File: src/rtl/intr_ack_pkg.sv
// Shared types for the interrupt acknowledge sequencer: FSM states, NMI vector
// and the vector-table word address helper.
package intr_ack_pkg;

   typedef enum logic [2:0] {
      ST_IDLE,
      ST_INTA,
      ST_RD_IP,
      ST_TURN,
      ST_RD_CS,
      ST_DONE
   } state_t;

   localparam logic [7:0] NMI_VECTOR = 8'h02;

   // Each IVT entry is two words: IP at the even word, CS at the odd word.
   function automatic logic [18:0] ivt_addr(input logic [19:0] base,
                                            input logic [7:0]  vec,
                                            input logic        hi);
      return base[19:1] + {10'd0, vec, hi};
   endfunction

endpackage

File: src/rtl/intr_ack_edge_latch.sv
// Rising-edge detector feeding a sticky flag; a same-cycle edge beats the clear.
// Flag rises the cycle after the edge; no backpressure.
module edge_latch (
   input  logic clk,
   input  logic reset,
   input  logic din,
   input  logic clr,
   output logic flag
);

   logic din_q;
   logic rise;

   assign rise = din & ~din_q;

   always_ff @(posedge clk) begin
      if (reset) begin
         din_q <= 1'b0;
         flag  <= 1'b0;
      end else begin
         din_q <= din;
         flag  <= rise | (flag & ~clr);
      end
   end

endmodule

File: src/rtl/intr_ack.sv
// Interrupt acknowledge sequencer: accepts NMI/INTR at a boundary, pulses inta,
// reads IP then CS from the IVT and holds the entry point until int_taken.
module intr_ack
   import intr_ack_pkg::*;
#(
   parameter logic [19:0] IVT_BASE = 20'h00000
) (
   input  logic        clk,
   input  logic        reset,
   input  logic        intr,
   input  logic [7:0]  irq,
   output logic        inta,
   input  logic        nmi,
   input  logic        if_flag,
   input  logic        boundary,
   output logic        busy,
   output logic        int_valid,
   output logic [7:0]  int_vector,
   output logic [15:0] int_ip,
   output logic [15:0] int_cs,
   input  logic        int_taken,
   output logic [18:0] mem_m_addr,
   input  logic [15:0] mem_m_data_in,
   output logic        mem_m_access,
   input  logic        mem_m_ack,
   output logic        mem_m_wr_en,
   output logic [1:0]  mem_m_bytesel
);

   state_t state;
   logic   nmi_pending;
   logic   nmi_accept;

   assign nmi_accept = (state == ST_IDLE) & boundary & nmi_pending;

   edge_latch u_nmi_latch (
      .clk   (clk),
      .reset (reset),
      .din   (nmi),
      .clr   (nmi_accept),
      .flag  (nmi_pending)
   );

   // All outputs decode from registered state, so no input reaches an output
   // combinationally.
   assign inta          = (state == ST_INTA);
   assign busy          = (state != ST_IDLE);
   assign int_valid     = (state == ST_DONE);
   assign mem_m_access  = (state == ST_RD_IP) | (state == ST_RD_CS);
   assign mem_m_addr    = ivt_addr(IVT_BASE, int_vector, state == ST_RD_CS);
   assign mem_m_wr_en   = 1'b0;
   assign mem_m_bytesel = 2'b11;

   always_ff @(posedge clk) begin
      if (reset) begin
         state      <= ST_IDLE;
         int_vector <= 8'h00;
         int_ip     <= 16'h0000;
         int_cs     <= 16'h0000;
      end else begin
         case (state)
            ST_IDLE: begin
               if (boundary) begin
                  if (nmi_pending) begin
                     int_vector <= NMI_VECTOR;
                     state      <= ST_RD_IP;
                  end else if (intr & if_flag) begin
                     int_vector <= irq;
                     state      <= ST_INTA;
                  end
               end
            end
            ST_INTA: state <= ST_RD_IP;
            ST_RD_IP: begin
               if (mem_m_ack) begin
                  int_ip <= mem_m_data_in;
                  state  <= ST_TURN;
               end
            end
            // Idle bus cycle so a registered-ack slave cannot ack twice.
            ST_TURN: state <= ST_RD_CS;
            ST_RD_CS: begin
               if (mem_m_ack) begin
                  int_cs <= mem_m_data_in;
                  state  <= ST_DONE;
               end
            end
            ST_DONE: begin
               if (int_taken) begin
                  state <= ST_IDLE;
               end
            end
            default: state <= ST_IDLE;
         endcase
      end
   end

endmodule

File: config.mk
export PLATFORM = sky130hd
export DESIGN_NAME = intr_ack
export DESIGN_NICKNAME = d
export VERILOG_FILES = /design/src/rtl/intr_ack_pkg.sv /design/src/rtl/intr_ack_edge_latch.sv /design/src/rtl/intr_ack.sv
export SDC_FILE = /design/constraint.sdc
export NUM_CORES = 1
export LEC_CHECK = 0
export ABC_AREA = 0
export CORE_MARGIN = 3
export CORE_UTILIZATION = 37
export CTS_BUF_LIST = sky130_fd_sc_hd__clkbuf_8
export CTS_CLUSTER_SIZE = 12
export DETAILED_ROUTE_END_ITERATION = 10
export GPL_TIMING_DRIVEN = 0
export PLACE_DENSITY_LB_ADDON = 0.08
export SLEW_MARGIN = 25
export SYNTH_ARGS = -nofsm -noshare
export SYNTH_HDL_FRONTEND = slang
export SYNTH_SLANG_ARGS = --single-unit
File: constraint.sdc
create_clock -name clk -period 1.35 [get_ports clk]
set_input_delay 0.405 -clock clk [delete_from_list [all_inputs] [get_ports clk]]
set_output_delay 0.405 -clock clk [all_outputs]
set_load 0.02 [all_outputs]
==> results list <==
* Minimum setup slack in the final design: -0.237 ns
- Counting flops with an async set or reset pin after synthesis yields a share of 0.
- Max Clock Freq: between 600 and 700 MHz
* Buffers from clock root to sink, at most: 2
- For this run, the detailed router's first-pass iteration total came to 4.
- Total Routing Usage GR: 0.180
- Cells on worst reg2reg path: 4
* Weighted congestion reported at the end of routability-driven placement: approximately 0.72
- Power density over cell area: 953 mW/mm^2
- Sorting the synthesized cells by area gives the leading types as sky130_fd_sc_hd__dfxtp_1, sky130_fd_sc_hd__nand2_1, sky130_fd_sc_hd__a21oi_1.
* Failing checks: negative setup slack
* Post-synthesis instance total: 244
- Die area: about 0.0063 mm^2
- The min-delay analysis places its worst path in the category flip-flop to flip-flop.
- Number of instances on the worst hold path: 2
- Core ar.: 0.00517 mm^2
- Total of warnings raised by yosys: 0
* First-pass GRT wire length: 8940 um
- Number of vias per cell after detailed routing: 4.71
* Quantity of I/O buffers inserted on ports: between 80 and 90
* Fraction of the yosys area taken by sequential cells: 0.452
- The startpoint identified for the worst register-to-register timing path is state[1]$_SDFFE_PP0P_.
- Entering global routing, the biggest net connects 18 pins.
- STA puts the critical path data required time at 0.95 ns.
* DRC violations left: 0
- Cell area after layout: 0.00321 mm^2
- Data on the critical path arrives at its endpoint at 1.18 ns.
- Antenna Violating Nets Remaining: 0
* Most used standard cell by instance count after synthesis: sky130_fd_sc_hd__nand2_1
* Final Hold Vio Count: 0
- Hold buffer count at CTS: 0
- Main synth FF type: sky130_fd_sc_hd__dfxtp_1
* Power consumption: about 3100 uW
- Peak VDD IR: ~0.6 mV
- Die W: about 79 um
- Ports placed on the boundary: 98
* Clock transition at the registers of the reported paths: 0.08 ns
- Post-Place Cell Area: 0.00296 mm^2
* End of the worst hold path: int_ip[15]$_SDFFE_PP0P_
* Detail-routed net length per standard cell: between 10 and 15 um
* Slew of the pin with the lowest slew margin: roughly 0.56 ns
* H-tree lvl count: 2
- In this run the vertical extent of the chip is 79.4 um.
* Status: complete, but fails checks
- Leakage: 0.00130 uW
- Library cell occupying the most area in the post-synthesis netlist: sky130_fd_sc_hd__dfxtp_1
* TritonCTS sink count: 45
- Setup repair after global routing missed its margin: true
- A synthesized cell averages between 8 and 9 um^2.
- The cell area that synthesis handed to floorplanning was 0.00199 mm^2.
* Diode insertion count for antenna repair: 0
- Tracing the worst setup path back leads to its startpoint at state[0]$_SDFFE_PP0P_.
- Iteration-0 DRC Markers: about 50
* Initial Util: 0.385
- After synthesis, the netlist uses 33 different library cells.
- Hold Startpoint: int_ip[15]$_SDFFE_PP0P_
- Net count of the finished layout: between 300 and 400
- For the finished layout, the period the worst path requires is 1.59 ns.
* Antenna violations before repair: 0
- The synthesized design contains 0 enable-type register cells.
* CP Max Fanout: 4
- Worst reg2reg path endpoint: int_vector[1]$_SDFFE_PP0P_
* Period Utilization, post-route: 1.18
- The via count of the first global-routing pass is about 2000.
- Kind of start point of the critical path: flip-flop
- Count of filler cells inserted in the layout: between 400 and 500
- Across the run, the number of max-cap violations was 0.
- Area grow syn2layout: 61.3%
* Worst setup slack for register-to-register paths: -0.12 ns
- The tree is rooted in a sky130_fd_sc_hd__clkbuf_8.
* Endpoint kind of the worst setup timing path: output port
- The final max-slew violation count is 0.
- Of the post-synthesis cell area, the dominant cell type holds 0.452.
- Of the cells placed in the final design, the portion with a size suffix greater than 1 is 0.422.
- Clock tree from TritonCTS: yes
- Critical path class: flip-flop to output port
- Cts bufs inserted: 5
- Total half-perimeter wirelength after legalization and detailed placement: 3890 um
- At the later pin of the worst-skew pair, clock insertion delay measures 0.29 ns.
* Setup Skew: 0.00301 ns
- Post-synth top cells: sky130_fd_sc_hd__nand2_1, sky130_fd_sc_hd__dfxtp_1, sky130_fd_sc_hd__a21oi_1
- Setup violations remaining at the end of the flow were counted as 14.
- On the final layout, the worst hold slack is 0.455 ns.
- Flip-flop and latch count after synthesis: 45
* Total wire length after detailed routing: approximately 5700 um
- For this run the aggregate overflow at the end of global routing stands at 0.
- Standard-cell row count: 26
* Max-Slew Margin vs Limit: 0.625
- The final route contains around 2000 vias.
routing by layer:
layer  track usage  part of all wire
met4        0.0601             0.015
met3        0.0451             0.066
met2         0.311              0.49
met5             0                 0
met1         0.216              0.43
cell usage in the layout, fill, tap and decap left out, types with 3 or more instances in the layout:
master                            count
sky130_fd_sc_hd__nand2_1             61
sky130_fd_sc_hd__dfxtp_1             35
sky130_fd_sc_hd__a21oi_1             32
sky130_fd_sc_hd__buf_4               32
sky130_fd_sc_hd__clkdlybuf4s50_1     28
sky130_fd_sc_hd__buf_2               22
sky130_fd_sc_hd__clkbuf_2            17
sky130_fd_sc_hd__buf_6               15
sky130_fd_sc_hd__conb_1              13
sky130_fd_sc_hd__clkdlybuf4s15_2     12
sky130_fd_sc_hd__a21oi_2             11
sky130_fd_sc_hd__o21ai_2              7
sky130_fd_sc_hd__nand4b_1             7
sky130_fd_sc_hd__dfxtp_2              7
sky130_fd_sc_hd__clkbuf_8             5
sky130_fd_sc_hd__clkbuf_1             4
sky130_fd_sc_hd__nand2_2              4
sky130_fd_sc_hd__nand3b_1             4
sky130_fd_sc_hd__nor2_1               3
sky130_fd_sc_hd__dfxtp_4              3
power breakdown:
part           internal (uW)  switching (uW)  leakage [uW]
sequential              1380            41.4      0.000370
combinational            434             429      0.000883
clock                    351             430     0.0000467
worst max-delay path: stages (launching register included):
cell	delay [ns]
sky130_fd_sc_hd__dfxtp_4	0.37
sky130_fd_sc_hd__or3_4	0.39
sky130_fd_sc_hd__buf_6	0.14
sequential cells by signal, indices dropped and copies added, names as in the netlist:
| name | flops |
|---|---|
| u_nmi_latch.din_q | 1 |
| int_ip | 16 |
| state | 3 |
| int_cs | 16 |
| u_nmi_latch.flag | 1 |
| int_vector | 8 |
layout make-up:
cell class / count / area [um^2] / area share
Multi-Input combinational cell: 170 / 1040 / 0.324
Sequential cell: 45 / 921 / 0.287
Tap cell: 70 / 87.6 / 0.0273
Clock buffer: 5 / 68.8 / 0.0214
Clock inverter: 3 / 15.0 / 0.00467
Buffer: 35 / 259 / 0.0806
Timing Repair Buffer: 100 / 820 / 0.255
per-stage QoR:
step	setup TNS, ns	instances	setup WS, ns	utilization
detailed placement	-24.73	408	-0.646	0.573
global route	-3.16	428	-0.268	0.621
floorplan	-0.0353	255	-0.0353	-
CTS	-1.69	425	-0.251	0.619
finish	-1.72	428	-0.237	0.621
global placement	-24.03	408	-0.615	0.573
what timing repair did:
action / in CTS / in global routing
setup buffers: 14 / 2
endpoints found under the setup margin: 90 / 78
gates cloned: 1 / 1
gates resized for setup: 205 / 65
pin swaps: 8 / 12
cells by family after synthesis:
logic type | count (synthesis) | share of synthesized area
compound gates | 57 | 0.151
xor+xnor | 1 | 0.00440
buf+inv | 41 | 0.129
flops | 45 | 0.452
other cells | 2 | 0.00377
simple gates | 98 | 0.259
how the worst max path moves through the flow:
stage,depth (start not counted),slack [ns],to
after CTS,2,-0.25,busy
after global placement,6,-0.62,int_ip[11]$_SDFFE_PP0P_
after global routing,2,-0.27,busy
final,2,-0.24,busy
after detailed placement,6,-0.65,int_ip[7]$_SDFFE_PP0P_
after floorplan,2,-0.04,inta
(Power assumes the default switching activity.)
